--- src/rtl/sys_array_stream_fetcher.sv ---
// Streaming wrapper around a weight-stationary systolic array. It skews A rows into the array,
// de-skews the result rows, and buffers them in a credit-protected first-word-fall-through FIFO.
module sys_array_stream_fetcher #(
  parameter int DATA_WIDTH = 8,
  parameter int ARRAY_W    = 4,
  parameter int ARRAY_L    = 4,
  parameter int OUT_DEPTH  = 4,
  parameter int MAX_ROWS   = 255,
  localparam int CNT_W     = $clog2(MAX_ROWS + 1)
) (
  input  logic                                         clk,
  input  logic                                         reset_n,
  input  logic                                         cfg_load,
  input  logic [0:ARRAY_W-1][0:ARRAY_L-1][DATA_WIDTH-1:0] cfg_weights,
  input  logic                                         start,
  input  logic [CNT_W-1:0]                             row_count,
  input  logic                                         a_valid,
  output logic                                         a_ready,
  input  logic [0:ARRAY_L-1][DATA_WIDTH-1:0]           a_data,
  output logic                                         r_valid,
  input  logic                                         r_ready,
  output logic [0:ARRAY_W-1][2*DATA_WIDTH-1:0]         r_data,
  output logic                                         r_last,
  output logic                                         busy,
  output logic                                         done,
  output logic                                         weights_valid,
  output logic                                         err
);
  // Array latency is fixed by the PE structure: ARRAY_L psum stages plus one output register.
  localparam int ARRAY_LAT = ARRAY_L + 1;
  localparam int PW        = 2 * DATA_WIDTH;
  localparam int TOK_LEN   = 1 + ARRAY_LAT + ARRAY_W - 1;
  localparam int FW        = $clog2(OUT_DEPTH + 1);
  localparam int AW        = (OUT_DEPTH > 1) ? $clog2(OUT_DEPTH) : 1;

  typedef enum logic [1:0] {IDLE, LOAD, RUN, DRAIN} state_t;

  state_t                                          state_q, state_d;
  logic [CNT_W-1:0]                                row_cnt_q, row_cnt_d, acc_cnt_q, acc_cnt_d;
  logic                                            wv_q, wv_d, done_q, done_d, err_q, err_d;
  logic [0:ARRAY_W-1][0:ARRAY_L-1][DATA_WIDTH-1:0] w_q, w_d;

  logic [DATA_WIDTH-1:0] sk_q  [ARRAY_L][ARRAY_L], sk_d  [ARRAY_L][ARRAY_L];
  logic [DATA_WIDTH-1:0] ap_q  [ARRAY_L][ARRAY_W], ap_d  [ARRAY_L][ARRAY_W];
  logic [PW-1:0]         ps_q  [ARRAY_L][ARRAY_W], ps_d  [ARRAY_L][ARRAY_W];
  logic [PW-1:0]         out_q [ARRAY_W],          out_d [ARRAY_W];
  logic [PW-1:0]         dsk_q [ARRAY_W][ARRAY_W], dsk_d [ARRAY_W][ARRAY_W];
  logic [1:0]            tok_q [TOK_LEN],          tok_d [TOK_LEN];
  logic [0:ARRAY_W-1][PW-1:0] aligned;

  logic                       wr_en_q, wr_en_d, wr_last_q, wr_last_d;
  logic [0:ARRAY_W-1][PW-1:0] wr_data_q, wr_data_d;
  logic [0:ARRAY_W-1][PW-1:0] mem_q [OUT_DEPTH], mem_d [OUT_DEPTH];
  logic [OUT_DEPTH-1:0]       mlast_q, mlast_d;
  logic [AW-1:0]              rd_ptr_q, rd_ptr_d, wr_ptr_q, wr_ptr_d;
  logic [FW-1:0]              fifo_cnt_q, fifo_cnt_d, infl_q, infl_d;

  logic acc, last_acc, pop, push, credit_ok, row_ok;

  assign credit_ok = (fifo_cnt_q + infl_q) < FW'(OUT_DEPTH);
  assign a_ready   = (state_q == RUN) && (acc_cnt_q < row_cnt_q) && credit_ok;
  assign acc       = a_valid && a_ready;
  assign last_acc  = (acc_cnt_q + CNT_W'(1)) == row_cnt_q;
  assign row_ok    = (row_count != '0) && ({1'b0, row_count} <= (CNT_W + 1)'(MAX_ROWS));
  assign push      = wr_en_q;
  assign pop       = r_valid && r_ready;

  assign busy          = (state_q == RUN) || (state_q == DRAIN);
  assign done          = done_q;
  assign err           = err_q;
  assign weights_valid = wv_q;
  assign r_valid       = fifo_cnt_q != '0;
  assign r_data        = r_valid ? mem_q[rd_ptr_q] : '0;
  assign r_last        = r_valid && mlast_q[rd_ptr_q];

  always_comb begin
    state_d   = state_q;
    row_cnt_d = row_cnt_q;
    acc_cnt_d = acc_cnt_q;
    wv_d      = wv_q;
    w_d       = w_q;
    done_d    = 1'b0;
    err_d     = 1'b0;
    case (state_q)
      IDLE: begin
        if (cfg_load) begin
          state_d = LOAD;
          w_d     = cfg_weights;
          err_d   = start;
        end else if (start) begin
          if (wv_q && row_ok) begin
            state_d   = RUN;
            row_cnt_d = row_count;
            acc_cnt_d = '0;
          end else begin
            err_d = 1'b1;
          end
        end
      end
      LOAD: begin
        wv_d    = 1'b1;
        state_d = IDLE;
        err_d   = cfg_load || start;
      end
      RUN: begin
        err_d = cfg_load || start;
        if (acc) begin
          acc_cnt_d = acc_cnt_q + CNT_W'(1);
          if (last_acc) state_d = DRAIN;
        end
      end
      DRAIN: begin
        err_d = cfg_load || start;
        if (wr_en_q && wr_last_q) begin
          state_d = IDLE;
          done_d  = 1'b1;
        end
      end
      default: state_d = IDLE;
    endcase
  end

  // Skew, PE grid, de-skew and token chain; bubbles enter as all-zero lanes with a 0 token.
  always_comb begin
    for (int k = 0; k < ARRAY_L; k++) begin
      sk_d[k][0] = acc ? a_data[k] : '0;
      for (int s = 1; s < ARRAY_L; s++) sk_d[k][s] = sk_q[k][s-1];
    end
    for (int k = 0; k < ARRAY_L; k++) begin
      ap_d[k][0] = sk_q[k][k];
      for (int j = 1; j < ARRAY_W; j++) ap_d[k][j] = ap_q[k][j-1];
    end
    for (int j = 0; j < ARRAY_W; j++) begin
      ps_d[0][j] = PW'(ap_d[0][j]) * PW'(w_q[j][0]);
      for (int k = 1; k < ARRAY_L; k++)
        ps_d[k][j] = ps_q[k-1][j] + PW'(ap_d[k][j]) * PW'(w_q[j][k]);
      out_d[j]    = ps_q[ARRAY_L-1][j];
      dsk_d[j][0] = out_q[j];
      for (int s = 1; s < ARRAY_W; s++) dsk_d[j][s] = dsk_q[j][s-1];
    end
    for (int j = 0; j < ARRAY_W - 1; j++) aligned[j] = dsk_q[j][ARRAY_W-2-j];
    aligned[ARRAY_W-1] = out_q[ARRAY_W-1];
    tok_d[0] = {acc, acc && last_acc};
    for (int i = 1; i < TOK_LEN; i++) tok_d[i] = tok_q[i-1];
    wr_en_d   = tok_q[TOK_LEN-1][1];
    wr_last_d = tok_q[TOK_LEN-1][0];
    wr_data_d = tok_q[TOK_LEN-1][1] ? aligned : '0;
  end

  always_comb begin
    mem_d      = mem_q;
    mlast_d    = mlast_q;
    wr_ptr_d   = wr_ptr_q;
    rd_ptr_d   = rd_ptr_q;
    if (push) begin
      mem_d[wr_ptr_q]   = wr_data_q;
      mlast_d[wr_ptr_q] = wr_last_q;
      wr_ptr_d = (wr_ptr_q == AW'(OUT_DEPTH - 1)) ? '0 : wr_ptr_q + AW'(1);
    end
    if (pop) rd_ptr_d = (rd_ptr_q == AW'(OUT_DEPTH - 1)) ? '0 : rd_ptr_q + AW'(1);
    fifo_cnt_d = fifo_cnt_q + FW'(push) - FW'(pop);
    infl_d     = infl_q + FW'(acc) - FW'(push);
  end

  always_ff @(posedge clk or negedge reset_n) begin
    if (!reset_n) begin
      state_q    <= IDLE;
      row_cnt_q  <= '0;
      acc_cnt_q  <= '0;
      wv_q       <= 1'b0;
      done_q     <= 1'b0;
      err_q      <= 1'b0;
      w_q        <= '0;
      sk_q       <= '{default: '0};
      ap_q       <= '{default: '0};
      ps_q       <= '{default: '0};
      out_q      <= '{default: '0};
      dsk_q      <= '{default: '0};
      tok_q      <= '{default: '0};
      wr_en_q    <= 1'b0;
      wr_last_q  <= 1'b0;
      wr_data_q  <= '0;
      mem_q      <= '{default: '0};
      mlast_q    <= '0;
      wr_ptr_q   <= '0;
      rd_ptr_q   <= '0;
      fifo_cnt_q <= '0;
      infl_q     <= '0;
    end else begin
      state_q    <= state_d;
      row_cnt_q  <= row_cnt_d;
      acc_cnt_q  <= acc_cnt_d;
      wv_q       <= wv_d;
      done_q     <= done_d;
      err_q      <= err_d;
      w_q        <= w_d;
      sk_q       <= sk_d;
      ap_q       <= ap_d;
      ps_q       <= ps_d;
      out_q      <= out_d;
      dsk_q      <= dsk_d;
      tok_q      <= tok_d;
      wr_en_q    <= wr_en_d;
      wr_last_q  <= wr_last_d;
      wr_data_q  <= wr_data_d;
      mem_q      <= mem_d;
      mlast_q    <= mlast_d;
      wr_ptr_q   <= wr_ptr_d;
      rd_ptr_q   <= rd_ptr_d;
      fifo_cnt_q <= fifo_cnt_d;
      infl_q     <= infl_d;
    end
  end

endmodule

--- config.mk ---
export PLATFORM = sky130hd
export DESIGN_NAME = sys_array_stream_fetcher
export DESIGN_NICKNAME = d
export VERILOG_FILES = /design/src/rtl/sys_array_stream_fetcher.sv
export SDC_FILE = /design/constraint.sdc
export NUM_CORES = 2
export LEC_CHECK = 0
export BUFFER_PORTS_ARGS = -buffer_cell sky130_fd_sc_hd__buf_2
export CORE_ASPECT_RATIO = 1.2
export CORE_MARGIN = 2
export CORE_UTILIZATION = 40
export DETAILED_ROUTE_END_ITERATION = 6
export PLACE_DENSITY_LB_ADDON = 0.05
export SYNTH_ARGS = -nofsm -noshare
export SYNTH_HDL_FRONTEND = slang
export SYNTH_SLANG_ARGS = --single-unit
--- constraint.sdc ---
create_clock -name clk -period 3.9 [get_ports clk]
set_input_delay 0.195 -clock clk [delete_from_list [all_inputs] [get_ports clk]]
set_output_delay 0.195 -clock clk [all_outputs]
set_load 0.03 [all_outputs]
# After elaboration in Yosys (flattened, before gate mapping)
# Cells that the tools add are included.
# word_totals
word_cells	225
register_bits	1095
in_bits	174
# classes
add_sub_neg	20
magnitude_cmp	8
n_mux	37
n_bitwise	3
eq_ne	14
reduce_logical	21
mul	16
# ops
operator	count
$mux 64	5
$bwmux 256	1
$mul 8x8->16	16
$add 16x16->16	12
$bmux 64 s2	1
$demux 64 s2	1
$mux 8	8
$mux 2	8
$pmux 8 s2	1
$logic_and 1x1->1	10
$ne 2x2->1 const B	5
$reduce_and 5->1	2
$add 8x1->8 const B	1
$eq 2x2->1 const B	4
$eq 8x8->1	1
$lt 8x8->1	1
$pmux 2 s4	1
$reduce_bool 8->1	1
$mux 1	7
$add 3x1->3	2
$ge 3x3->1 const B	2
$lt 2x3->1 const B	2
$ne 3x3->1 const B	2
$not 2->3	2
other kinds (20)	23

# Depth between registers and ports, before layout
# depth
ltp_word	6
ltp_mapped	18
depth_no_buf	17

# Worst setup path after synthesis
# OpenSTA, ideal clock, no wires.
# synth_path
path_kind	reg-to-reg
from	register w_q[0] (netlist name)
to	register ps_q, in the netlist out_d[15]
required_ns	3.770
path_slack_ns	-0.366
setup_ns	0.130
stages_incl_launch_ff	18
t_arrival_ns	4.136
path_cell_list	dfrtp_1 -> clkbuf_1 -> and2_1 -> fa_1 -> inv_1 -> fa_1 -> inv_1 -> ha_1 -> inv_1 -> fa_1 -> inv_1 -> fa_1 -> a211oi_1 -> nor2_1 -> o41ai_1 -> o2111ai_1 -> o31ai_1 -> xnor2_1
# synth_lines
element	line	rtl
start, declared	41	logic [0:ARRAY_W-1][0:ARRAY_L-1][DATA_WIDTH-1:0] w_q, w_d;
start signal, assigned	196	w_q <= w_d;
end signal, assigned	199	ps_q <= ps_d;
end, declared	45	logic [PW-1:0] ps_q [ARRAY_L][ARRAY_W], ps_d [ARRAY_L][ARRAY_W];

==> qor.csv <==
metric,value,unit
TritonRoute pass-1 iters,5,
first-pass GRT wire length,269000,um
Ports,245,
CTS tree,done,
Worst R2R Path Depth,15,
"Cell Area, Placed",0.0836,mm2
grt ovf,0,
layout cell share with drive strength beyond 1,33.0,%
initial DRC count,1277,
Root Driver,clkbuf_16,
highest clock rate,0.242,GHz
post-synthesis sequential area ratio,37.1,%
clk_lat worst skew,750,ps
worst slew pin tran,990,ps
P per Cell Area,339,mW/mm2
max-slew violation count,0,
Worst-path clk slew,60,ps
Max Cap Viol,0,
Horiz. Die Dim,396,um
CP Class,flop to flop,
min cycle time layout,4130,ps
failing checks,negative setup slack,
die area,0.188,mm2
number of synthesized flops with an enable pin,0,
Fillers,16500,
Initial Util,40.3,%
DRC,0,
# H-tree levels,3,
critical path data arrival time,4790,ps
CP required,4560,ps
Vias/cell,4.51,
Layout Skew,26.6,ps
top_reg_cell synth,dfrtp_1,
final net count,9348,
cell area after synthesis,0.0738,mm2
DRT antenna net count,0,
DR WL/cell,15.6,um
max_slew headroom,34.0,%
CTS sink cnt,1095,
leading post-synthesis cells by cell area,"dfrtp_1 37%, fa_1 20%, ha_1 9.9%",
post-synthesis async set-or-reset flop share,100,%
Synth Register Bits,1095,
row count,172,
cts bufs inserted,120,
Sequential cell area,0.0276,mm2
cell count after synthesis,6540,
GPL Wtd Cong,0.847,
"Period Utilization, post-route",106,%
final core occ,51.5,%
synth warn,0,
post-detail-place hpwl,125000,um
Worst VDD drop,0.382,mV
RSZ-0062 raised after global routing,yes,
Leak,49.5,nW
"Setup violations, final",65,
Setup crit end kind,flop,
count of cell types in the netlist,56,
P&R area growth vs syn,27.9,%
total routed wirelength,162000,um
"most common cell after layout, fill and taps aside",inv_1,
Syn Area/Cell,11.3,um2
initial antenna violation count,11,
detailed-route via count,46900,
largest net degree at the start of global routing,161,
Core ar.,0.183,mm2
worst-case clock buffer depth,3,
Yosys top cell by area,dfrtp_1,
crit-path max FO,4,
GR Util All Layers,17.7,%
status,finished with violations,
PnR worst setup slack,-231,ps
vias in the first global route,51100,
# port buffers,244,
CP Launch Type,flop,
area share of the largest cell type after synthesis,37.1,%
DIE HEIGHT,474,um
Hold Crit Class,input pin to asynchronous set/reset pin,
post-route cell area,0.0943,mm2
area of the multi-input gates,0.0439,mm2
setup TNS,-6590,ps
"commonest non-fill, non-tap cells in the layout","1279 x inv_1, 935 x dfrtp_1, 746 x buf_4",
Final Hold Vio Count,0,
syn_nets,8043,
==> registers in the layout, summed over array words and instances (netlist names), 2 cells and up <==
signal,cells
rd_ptr_q,2
aligned,64
sk_d,48
row_cnt_q,8
ps_q,192
out_d,64
infl_q,3
tok_q,2
mem_q,256
dsk_d,96
wr_ptr_q,2
wr_data_q,64
state_q,2
tok_d,16
ap_d,128
acc_cnt_q,8
fifo_cnt_q,3
mlast_q,4
w_q,128
==> worst max-delay path, stage by stage (launching register included) <==
cell	delay (ps)
dfrtp_2	450
buf_4	150
and2_1	140
fa_1	430
fa_1	490
fa_1	560
inv_2	40
fa_2	520
inv_2	40
ha_4	260
o21a_1	170
o31ai_4	110
a21oi_2	220
a311oi_2	140
a21oi_1	200
xnor2_1	130
==> Yosys cell counts (39+ instances only) <==
cell and number:
a21oi_1 102, and2_1 767, buf_2 42, clkbuf_1 69
dfrtp_1 1095, fa_1 746, ha_1 583, inv_1 1380
mux2_2 391, mux4_2 65, nand2_1 482, nor2_1 132
o21a_1 46, o21ai_0 70, or3_1 39, xnor2_1 179
==> path summary, 6_finish.rpt <==
check,start,to,slack [ps]
min reg2reg,out_d[13]$_DFF_PN0_,aligned[13]$_DFF_PN0_,340
max in group asynchronous,reset_n,w_q[98]$_DFFE_PN0P_,2440
max reg2reg,ap_d[100]$_DFF_PN0_,ps_q[207]$_DFF_PN0_,-230
min,reset_n,mem_q[18]$_DFFE_PN0P_,70
max,ap_d[100]$_DFF_PN0_,ps_q[207]$_DFF_PN0_,-230
min in group clk,a_valid,acc_cnt_q[0]$_DFFE_PN0P_,140
==> routing by layer <==
metal	routed length, um	track usage [%]
met5	13	0
met1	75800	24.2
met4	3700	4.65
met2	77500	30.0
met3	4980	2.04
==> through the flow <==
stage / setup WS (ps) / power (mW) / hold slack (ps) / std cells
global placement: -395 / 19.1 / 275 / 9806
floorplan: -237 / 15.4 / -101 / 6540
global route: -396 / 33.7 / 94.3 / 10400
finish: -231 / 32.0 / 68.2 / 10400
detailed placement: -392 / 19.1 / 279 / 9806
CTS: -247 / 32.4 / 25.1 / 10300
==> area by class of cell <==
cell class,count,share of cell area (%)
Clock buffer,158,3.56
Clock inverter,71,0.981
Inverter,1380,5.49
Multi-Input combinational cell,3948,46.6
Timing Repair Buffer,1300,10.9
Sequential cell,1095,29.3
Antenna cell,7,0.0186
Tap cell,2436,3.23
==> where the power goes <==
group	switching, mW	internal (mW)	leakage [nW]
logic	2.85	3.01	32.6
clock network	4.95	7.11	2.06
registers	1.63	12.5	14.9
total	9.43	22.6	49.5
==> what timing repair did <==
item,in CTS,in global routing
hold buffers,174,0
endpoints found under the hold margin,398,0
setup endpoints to repair,99,127
pin swaps,267,350
setup buffers,122,78
gates resized for setup,452,476
==> kinds of logic after synthesis <==
group / after synthesis / share of synthesized area [%]
xor gates and xnor gates: 199 / 2.36
adders and majority gates: 1329 / 30.1
and+or+nand+nor: 1577 / 11.2
buffers and inverters: 1497 / 7.71
DFF: 1095 / 37.1
muxes: 461 / 8.02
AOI/OAI and AO/OA: 382 / 3.42
No activity file was read; power rests on OpenSTA's default activity.
